## src/rtl/fetch_ctrl.sv

```systemverilog
// fetch_ctrl: instruction fetch controller.
// Holds the fetch PC, presents it to a combinational fetch stage, and queues
// the returned {pc, instr} words in a 2-entry buffer drained by decode.
// Execute can redirect the PC (flushing the buffer); a misaligned redirect
// target or a halt request parks the controller in HALT until reset.
//
// Ports
//   clk, rst          : clock, synchronous active-high reset
//   pc_o_bus_info     : current PC driven to the fetch stage
//   fetch_i_bus_info  : {pc, instr} returned by fetch for pc_o_bus_info
//   redirect_valid_i  : redirect request; redirect_pc_i is the target
//   halt_i            : stop fetching (sticky until reset)
//   dec_valid_o       : buffer head valid towards decode
//   dec_ready_i       : decode accepts the head entry
//   dec_bus_o         : {pc, instr} at buffer head
//   misalign_o        : sticky, set by a redirect to a non word-aligned target
//   state_o           : 00 BOOT, 01 RUN, 10 HALT
//   fetch_cnt_o       : number of entries pushed since reset
module fetch_ctrl #(
  parameter logic [63:0] RESET_PC = 64'h0000_0000_8000_0000
) (
  input  logic        clk,
  input  logic        rst,
  output logic [63:0] pc_o_bus_info,
  input  logic [95:0] fetch_i_bus_info,
  input  logic        redirect_valid_i,
  input  logic [63:0] redirect_pc_i,
  input  logic        halt_i,
  output logic        dec_valid_o,
  input  logic        dec_ready_i,
  output logic [95:0] dec_bus_o,
  output logic        misalign_o,
  output logic [1:0]  state_o,
  output logic [63:0] fetch_cnt_o
);

  typedef enum logic [1:0] {
    BOOT = 2'b00,
    RUN  = 2'b01,
    HALT = 2'b10
  } state_t;

  state_t      state, state_nxt;
  logic [63:0] pc, pc_nxt;
  logic [95:0] fifo [2];
  logic [1:0]  count, count_nxt;
  logic        wr_ptr, rd_ptr;
  logic        misalign, misalign_nxt;
  logic [63:0] fetch_cnt;
  logic        push, pop, flush;
  logic        dec_valid;

  // A redirect in RUN hides the head so nothing is consumed from the path
  // being discarded; in HALT redirects are ignored, so the head stays visible.
  assign dec_valid = (count != 2'd0) && !(redirect_valid_i && (state != HALT));
  assign pop       = dec_valid && dec_ready_i;

  always_comb begin
    state_nxt    = state;
    pc_nxt       = pc;
    misalign_nxt = misalign;
    push         = 1'b0;
    flush        = 1'b0;
    case (state)
      BOOT: state_nxt = RUN;
      RUN: begin
        if (redirect_valid_i) begin
          flush = 1'b1;
          if (redirect_pc_i[1:0] == 2'b00) begin
            pc_nxt = redirect_pc_i;
          end else begin
            misalign_nxt = 1'b1;
            state_nxt    = HALT;
          end
          // Redirect is applied first, then a simultaneous halt still wins.
          if (halt_i) state_nxt = HALT;
        end else if (halt_i) begin
          state_nxt = HALT;
        end else if ((count != 2'd2) || pop) begin
          // When full, a same-cycle pop frees the slot this push writes.
          push   = 1'b1;
          pc_nxt = pc + 64'd4;
        end
      end
      HALT: state_nxt = HALT;
      default: state_nxt = BOOT;
    endcase
  end

  always_comb begin
    count_nxt = count;
    if (flush) begin
      count_nxt = 2'd0;
    end else begin
      case ({push, pop})
        2'b10:   count_nxt = count + 2'd1;
        2'b01:   count_nxt = count - 2'd1;
        default: count_nxt = count;
      endcase
    end
  end

  always_ff @(posedge clk) begin
    if (rst) begin
      state     <= BOOT;
      pc        <= RESET_PC;
      count     <= 2'd0;
      wr_ptr    <= 1'b0;
      rd_ptr    <= 1'b0;
      misalign  <= 1'b0;
      fetch_cnt <= 64'd0;
    end else begin
      state     <= state_nxt;
      pc        <= pc_nxt;
      count     <= count_nxt;
      misalign  <= misalign_nxt;
      fetch_cnt <= fetch_cnt + 64'(push);
      if (flush) begin
        wr_ptr <= 1'b0;
        rd_ptr <= 1'b0;
      end else begin
        if (push) wr_ptr <= ~wr_ptr;
        if (pop)  rd_ptr <= ~rd_ptr;
      end
    end
  end

  // Buffer storage carries no reset; occupancy alone decides validity.
  always_ff @(posedge clk) begin
    if (push) fifo[wr_ptr] <= fetch_i_bus_info;
  end

  assign pc_o_bus_info = pc;
  assign dec_valid_o   = dec_valid;
  assign dec_bus_o     = fifo[rd_ptr];
  assign misalign_o    = misalign;
  assign state_o       = state;
  assign fetch_cnt_o   = fetch_cnt;

endmodule

```

## config.mk

```make
export PLATFORM = sky130hd
export DESIGN_NAME = fetch_ctrl
export DESIGN_NICKNAME = d
export VERILOG_FILES = /design/src/rtl/fetch_ctrl.sv
export SDC_FILE = /design/constraint.sdc
export NUM_CORES = 1
export LEC_CHECK = 0
export ABC_AREA = 1
export BUFFER_PORTS_ARGS = -buffer_cell sky130_fd_sc_hd__clkbuf_2
export CAP_MARGIN = 20
export CORE_MARGIN = 10
export CORE_UTILIZATION = 40
export DETAILED_ROUTE_END_ITERATION = 16
export MAX_ROUTING_LAYER = met4
export SYNTH_ARGS = -nofsm -noshare
export SYNTH_HDL_FRONTEND = slang
export SYNTH_SLANG_ARGS = --single-unit
```

## constraint.sdc

```tcl
create_clock -name clk -period 8.6 [get_ports clk]
set_input_delay 1.29 -clock clk [delete_from_list [all_inputs] [get_ports clk]]
set_output_delay 1.29 -clock clk [all_outputs]
set_load 0.02 [all_outputs]
```

# ---- Word-level counts from Yosys, hierarchy flattened
# Memories as Yosys holds them, arrays and structs flattened. A register that Yosys moved wholly into a read port is not among the register bits.
# Index checks and enable logic that the tools add are counted.
dict set report word_totals {
  mem_bits_ro 0
  mem_count 1
  register_bits 135
  latchBits 0
  mem_bits_rw 192
  wordCells 59
  input_bits 165
}
dict set report classes {
  n_lt_le_gt_ge 0
  addsub 4
  shift 0
  n_mux 20
  bitwise_logic 3
  n_mul 0
  n_div 0
  n_reduce_logical 14
  n_eq_ne 10
}
# name depth word_bits read_ports rd_clocked_by_memory_dff write_ports line_no
set mem_list {}
lappend mem_list {fifo 2 96 1 1 1 45} ;# logic [95:0] fifo [2];
# operator n
set ops {}
lappend ops {{64-bit two-way mux} 4}
lappend ops {{64-bit by 1-bit adder with 64-bit output} 1}
lappend ops {{64-bit by 3-bit adder with 64-bit output (second input constant)} 1}
lappend ops {{1-bit two-way mux} 10}
lappend ops {{2-bit two-way mux} 4}
lappend ops {{2-bit inequality test (second input constant)} 3}
lappend ops {{3-bit inequality test (second input constant)} 2}
lappend ops {{2-bit one-hot mux with 3 select lines} 1}
lappend ops {{2-bit nonzero test} 3}
lappend ops {{2-bit by 1-bit equality test with 1-bit output (second input constant)} 2}
lappend ops {{2-bit equality test (second input constant)} 2}
lappend ops {{2-bit logical NOT} 2}
lappend ops {{2-bit one-hot mux with 2 select lines} 1}
lappend ops {{4-bit AND reduction} 1}
lappend ops {{1-bit logical AND} 3}
lappend ops {{1-bit NOT} 3}
lappend ops {{3-bit AND reduction} 1}
lappend ops {{2-bit by 1-bit adder with 2-bit output (second input constant)} 1}
lappend ops {{2-bit by 1-bit inequality test with 1-bit output (second input constant)} 1}
lappend ops {{2-bit AND reduction} 1}
lappend ops {{2-bit OR reduction} 1}
lappend ops {{2-bit by 1-bit subtractor with 2-bit output (second input constant)} 1}
lappend ops {{1-bit logical NOT} 1}
lappend ops {{1-bit logical OR} 1}

# ---- Depth between registers and ports, before layout
# Gate-level depths: netlist of run 1.
dict set report depth {
  depth_word 12
  mapped_depth 20
}

# ---- Least setup slack after synthesis of run 1
# No wires, ideal clock.
dict set report synth_timing {
  path_kind {in2reg}
  start {in redirect_valid_i}
  end {mem fifo[1][0] (enable)}
  path_buffers 2
  stages 5
  arrival_ns 5.947
  slack_ns 2.100
  required_time_ns 8.047
  cell_sequence {buf_2 -> inv_2 -> buf_2 -> nand3_1 -> nor2_1}
}
dict set report synth_via {
  elab_chain_len 11
}
# item line_no
set synth_rtl {}
lappend synth_rtl {{start: declaration} 26} ;# input logic redirect_valid_i,
lappend synth_rtl {{1-bit logical AND} 55} ;# assign dec_valid = (count != 2'd0) && !(redirect_valid_i && (state != HALT));
lappend synth_rtl {{1-bit logical NOT} 55}
lappend synth_rtl {{1-bit logical AND} 55}
lappend synth_rtl {{1-bit logical AND} 56} ;# assign pop = dec_valid && dec_ready_i;
lappend synth_rtl {{1-bit logical OR} 79} ;# end else if ((count != 2'd2) || pop) begin
lappend synth_rtl {{1-bit two-way mux} 79}
lappend synth_rtl {{1-bit two-way mux} 77} ;# end else if (halt_i) begin
lappend synth_rtl {{1-bit two-way mux (*)} 67} ;# if (redirect_valid_i) begin
lappend synth_rtl {{1-bit two-way mux (*)} 64} ;# case (state)
lappend synth_rtl {{1-bit two-way mux (*)} 130} ;# if (push) fifo[wr_ptr] <= fetch_i_bus_info;
lappend synth_rtl {{1-bit two-way mux (not written as such) (*)} 130}
lappend synth_rtl {{end: declaration} 45}
# Mark *: on every way between the ends. The rest lies on a longest branch, timed or not.

==> results of run 1 <==
[where the power goes]
group / internal, W / switching [W]
sequential: 0.00174 / 0.0000644
combinational: 0.000164 / 0.000322
clock: 0.000922 / 0.000653
total: 0.00282 / 0.00104
[how the worst max path moves through the flow]
stage                     start           endpoint  slack (ns)  cells past startpoint
2_1_floorplan  redirect_valid_i         fifo[1][0]        2.10                      5
3_3_place_gp   redirect_valid_i        fifo[1][51]        4.24                      8
3_5_place_dp   redirect_valid_i  pc_o_bus_info[31]        4.18                     12
4_1_cts               flip-flop      dec_bus_o[29]        4.64                      3
5_1_grt        redirect_valid_i   pc_o_bus_info[2]        4.44                     11
6_report              flip-flop      dec_bus_o[32]        4.75                      3
[registers in the layout, summed over array words and instances (netlist names), named ones only]
name and flops:
fifo 192, fetch_cnt_o 64, pc_o_bus_info 64, count 2
state_o 2, misalign_o 1, rd_ptr 1, wr_ptr 1
[metrics by stage]
step	power (W)	hold slack, ns	cells	utilization	instance area (µm²)
global route	0.004028	0.4764	2871	0.5002	20010
finish	0.003864	0.4507	2871	0.5002	20010
CTS	0.003912	0.4521	2869	0.5000	20000
global placement	0.002315	0.4337	2800	0.4701	18810
detailed placement	0.002325	0.4429	2800	0.4701	18810
floorplan	0.002120	0.4633	1926	-	16310
[kinds of logic (layout without fill, tap and decap cells)]
group | after synthesis | count (layout) | synth area share
compound gates | 209 | 209 | 0.06759
xor+xnor | 10 | 10 | 0.005370
fa+ha+maj | 7 | 7 | 0.005370
buf+inv | 245 | 663 | 0.05754
flops | 328 | 328 | 0.5204
mux | 96 | 96 | 0.06628
other cells | 0 | 2 | 0
simple gates | 1031 | 1031 | 0.2774
[routing by layer]
layer / vias to the layer above / GRT usage / wire length (µm)
met4: 0 / 0.07129 / 1567
met3: 92 / 0.05115 / 4276
met2: 580 / 0.3496 / 25990
met5: - / - / 0
met1: 6800 / 0.2810 / 24070
li1: 7167 / - / -
[tightest hold or removal path: cells and delay by family, from the launching register on]
family           cells  cell delay [ns]
DFF                  1             0.31
and+or+nand+nor      2             0.10
[cell usage after synthesis, drive strengths merged, types with 6 or more instances]
cell / number
nand2: 490
nor2: 311
edfxtp: 192
inv: 192
dfxtp: 136
nand3: 115
a21oi: 111
mux2: 96
o21ai: 74
nor3: 50
nand4: 31
clkbuf: 29
buf: 23
or2: 17
a31oi: 7
ha: 7
o21a: 7
and2: 6
[area by class of cell]
| class | count | area (µm²) |
|---|---|---|
| fill | 3899 | 20000 |
| sequential | 328 | 8492 |
| multi-input combinational | 1353 | 6900 |
| timing repair buffer | 401 | 2032 |
| clock buffer | 52 | 1055 |
| inverter | 193 | 724.4 |
| tap | 525 | 656.9 |
| clock inverter | 17 | 143.9 |
| antenna | 2 | 5.005 |
==> metrics.yaml, run 1 <==
hp-class: "flip-flop to flip-flop"
die_area_um2: 49250
area_growth_pct: 22.69
synth_flop_cell: "edfxtp_1"
cp_num_buf_inv: 2
clkSlewWorstSetupHoldPaths_ns: 0.06
fin_setup_tns_ns: 0
setup-violations-final: 0
synth-edff-count: 192
rsz0062_at_grt: "false"
dr.pass1.iters: 5
grt_usage: 0.2232
drt_iter0_drc: 1129
cts_buffer_depth: 3
synth_top_cell_by_area: "edfxtp_1"
dp_hpwl_um: 42740
layout_setup_ws_ns: 4.746
grt_overflow: 0
clkSinkCount: 328
cts_made_buffers: 38
ant_nets: 0
grt_pass1_wl_um: 84300
r2r-start: "state_o[0]"
cp-end-kind: "primary output"
worstSkewPairLatency_ns: 0.56
tightest_slew_ns: 1.056
min_path_cells: 2
routabilityCongestion: 0.9607
port_buffers: 392
worstHoldStart: "pc_o_bus_info[0]"
synth.distinct_cells: 44
ys_ff_latch: 328
crit_chain: "buf_4 -> mux2_2 -> clkbuf_2"
clock-skew-final_ns: 0.02710
async_reset_ff_frac: 0
status: "completed"
drc_errors: 0
die_y_um: 221.9
vias: 14640
crit_path_start_kind: "flip-flop"
io_pins: 393
layout-drive-gt1-share: 0.2679
critPathTopFamily: "buffers and inverters"
place_worst_setup_slack_ns: 4.177
routed_via_density: 5.099
finalHoldViolCount: 0
final_max_slew_viol_count: 0
crit_required_ns: 7.31
rrSetupSlack_ns: 5.41
synthesis.area_um2: 16310
nNetsFinal: 2487
timing.rr.end: "fifo[1][95]"
cts_tree: "yes"
die-width_um: 221.9
yosysWarnings: 0
wl_per_cell_um: 19.47
cap_violations: 0
root_buffer: "clkbuf_16"
final_cell_mix: "nand2_1 (473), clkbuf_2 (391), nor2_1 (279), edfxtp_1 (192), inv_1 (183)"
period_needed_ns: 3.854
grt_pass1_vias: 14030
worstSetupPathType: "flip-flop to primary output"
ctsHoldBuffers: 0
crit_fanout: 79
syn-num-nets: 2098
row_count: 73
rr_worst_depth: 9
yosys-top-cells-area: "edfxtp_1 (35%), dfxtp_1 (17%), nand2_1 (11%)"
cts_max_level: 2
antenna_found_initial: 2
peakVddDrop_mv: 0.1312
fmax_ghz: 0.2595
crit_slowest_cell: "buf_4"
initial_core_util: 0.4077
routed_wirelength_um: 55900
postSynthCellCount: 1926
max_stage_delay_ns: 0.83
power.leakage_nw: 7.706
synth_top_area_share: 0.3535
maxSlewHeadroom: 0.2957
grt_max_degree: 91
postCtsSetupRepairBufs: 0
coreArea_um2: 40010
whs_endpoint: "pc_o_bus_info[0]"
synth-seq-area-share: 0.5204
period_share: 0.4481
power.density_nw_per_um2: 193.1
cp.arrival_ns: 2.56
layout_commonest_cell: "nand2_1"
postCtsResizedCells: 0
syn_area_per_cell_um2: 8.468
(Power assumes the default switching activity.)
==> run 2: changes to the inputs <==
==> constraint.sdc (replaced) <==
create_clock -name clk -period 3.13 [get_ports clk]
set_input_delay 0.4695 -clock clk [delete_from_list [all_inputs] [get_ports clk]]
set_output_delay 0.4695 -clock clk [all_outputs]
set_load 0.02 [all_outputs]
==> run 2 against run 1 <==
Compared with the run above: sequential power grew to 2.8 times the previous value; largest power group unchanged; via count is 0.83% higher; global-route usage is 0.23 points higher; wire length is 0.69% higher.
==> metrics.yaml, run 2 (synthesized netlist as in run 1, its figures left out) <==
layout-drive-gt1-share: 0.2708
routed_via_density: 5.123
maxSlewHeadroom: 0.3395
final_cell_mix: "nand2_1 (473), clkbuf_2 (391), nor2_1 (279), edfxtp_1 (192), inv_1 (183)"
crit_required_ns: 3.56
coreArea_um2: 40010
dp_hpwl_um: 44270
cts_tree: "yes"
final_max_slew_viol_count: 0
wl_per_cell_um: 19.54
seqPwrFrac: 0.471
cp-end-kind: "flip-flop"
antenna_found_initial: 0
post_layout_nonfiller_instances: 2881
root_buffer: "clkbuf_16"
grt_overflow: 0
worstSkewPairLatency_ns: 0.55
power_frac_comb: 0.130
cts_max_level: 2
grt_max_degree: 91
dr.pass1.iters: 5
initial_core_util: 0.4077
largest_reg_flops: 192
cts_buffer_depth: 3
p_int_w: 0.007683
tightest_slew_ns: 0.9907
grt_usage: 0.2255
layout_commonest_cell: "nand2_1"
hold_ws_ns: 0.1059
place_worst_setup_slack_ns: 0.3073
clkSinkCount: 328
worstSetupPathType: "flip-flop to flip-flop"
ctsHoldBuffers: 0
place_inst: 2812
die_area_um2: 49250
status: "completed"
io_pins: 393
hp-class: "input port to flip-flop"
cp.arrival_ns: 3.23
drc_errors: 0
routed_wirelength_um: 56290
period_needed_ns: 2.800
clkSlewWorstSetupHoldPaths_ns: 0.06
fin_setup_tns_ns: 0
clock-skew-final_ns: 0.01674
cts_made_buffers: 38
setup-violations-final: 0
fmax_ghz: 0.3571
pwr-share-clk: 0.399
grt_pass1_wl_um: 85430
peakVddDrop_mv: 0.2958
layout_setup_ws_ns: 0.3298
die-width_um: 221.9
row_count: 73
p_sw_w: 0.002831
regMostFlops: "fifo"
cap_violations: 0
routabilityCongestion: 0.9624
finalHoldViolCount: 0
drt_iter0_drc: 1259
diodes: 0
port_buffers: 392
ant_nets: 0
swShare: 0.2693
power.leakage_nw: 7.773
crit_path_start_kind: "flip-flop"
area_growth_pct: 23.60
rsz0062_at_grt: "false"
nNetsFinal: 2499
crit_fanout: 8
power.density_nw_per_um2: 521.6
grt_pass1_vias: 14290
finalPower_w: 0.01051
period_share: 0.8946
vias: 14760
die_y_um: 221.9
## run 2: path summary, 6_finish.rpt
kind / from / endpoint / slack, ns / depth (start not counted)
min: fetch_i_bus_info[65] / fifo[0][65] / 0.11 / 1
max: state_o[0] / fetch_cnt_o[42] / 0.33 / 19
min reg2reg: pc_o_bus_info[1] / pc_o_bus_info[1] / 0.45 / 2
max reg2reg: state_o[0] / fetch_cnt_o[42] / 0.33 / 19
## run 2: layer usage
metal,GRT usage,wire [µm],vias to the layer above
met3,0.04126,3881,69
met2,0.3581,26500,521
met5,-,0,-
li1,-,-,7204
met1,0.2915,24780,6966
met4,0.05817,1130,0
## run 2: through the flow
stage                     area (µm²)    util
after floorplan                16310       -
after global placement         18980  0.4745
after detailed placement       18980  0.4745
after CTS                      20160  0.5039
after global routing           20160  0.5039
final                          20160  0.5039
## run 2: timing repair
item | 4_1_cts | 5_1_grt
gates resized for setup | 0 | 1
setup endpoints to repair | 0 | 1
setup buffers | 0 | 0
## run 2: final cells by class
type / count / area (µm²)
tap: 525 / 656.9
clock inverter: 17 / 130.1
multi-input combinational: 1353 / 6900
fill: 3920 / 19850
inverter: 193 / 724.4
sequential: 328 / 8492
clock buffer: 52 / 1045
timing repair buffer: 413 / 2210
## run 2: power by group through the flow
| stage | combinational (W) | sequential, W | clock, W |
|---|---|---|---|
| 6_report | 0.00137 | 0.00495 | 0.00420 |
| 5_1_grt | 0.00150 | 0.00497 | 0.00451 |
| 4_1_cts | 0.00139 | 0.00495 | 0.00432 |
| 3_5_place_dp | 0.00138 | 0.00504 | 0 |
| 3_3_place_gp | 0.00136 | 0.00503 | 0 |
| 2_1_floorplan | 0.000729 | 0.00509 | 0 |
## run 2: worst max-delay path: stages (launching register included)
cell,delay [ns]
dfxtp_1,0.33
inv_1,0.10
ha_1,0.15
inv_1,0.04
nand2_1,0.07
nand3_1,0.12
nand3_1,0.09
nand3_1,0.09
inv_1,0.10
ha_1,0.20
ha_1,0.20
nand2_2,0.09
nor2_4,0.22
nand2_2,0.13
nor2_4,0.13
nand2_2,0.09
nor2_4,0.16
nand2_2,0.11
nor3_1,0.19
nor3b_2,0.06
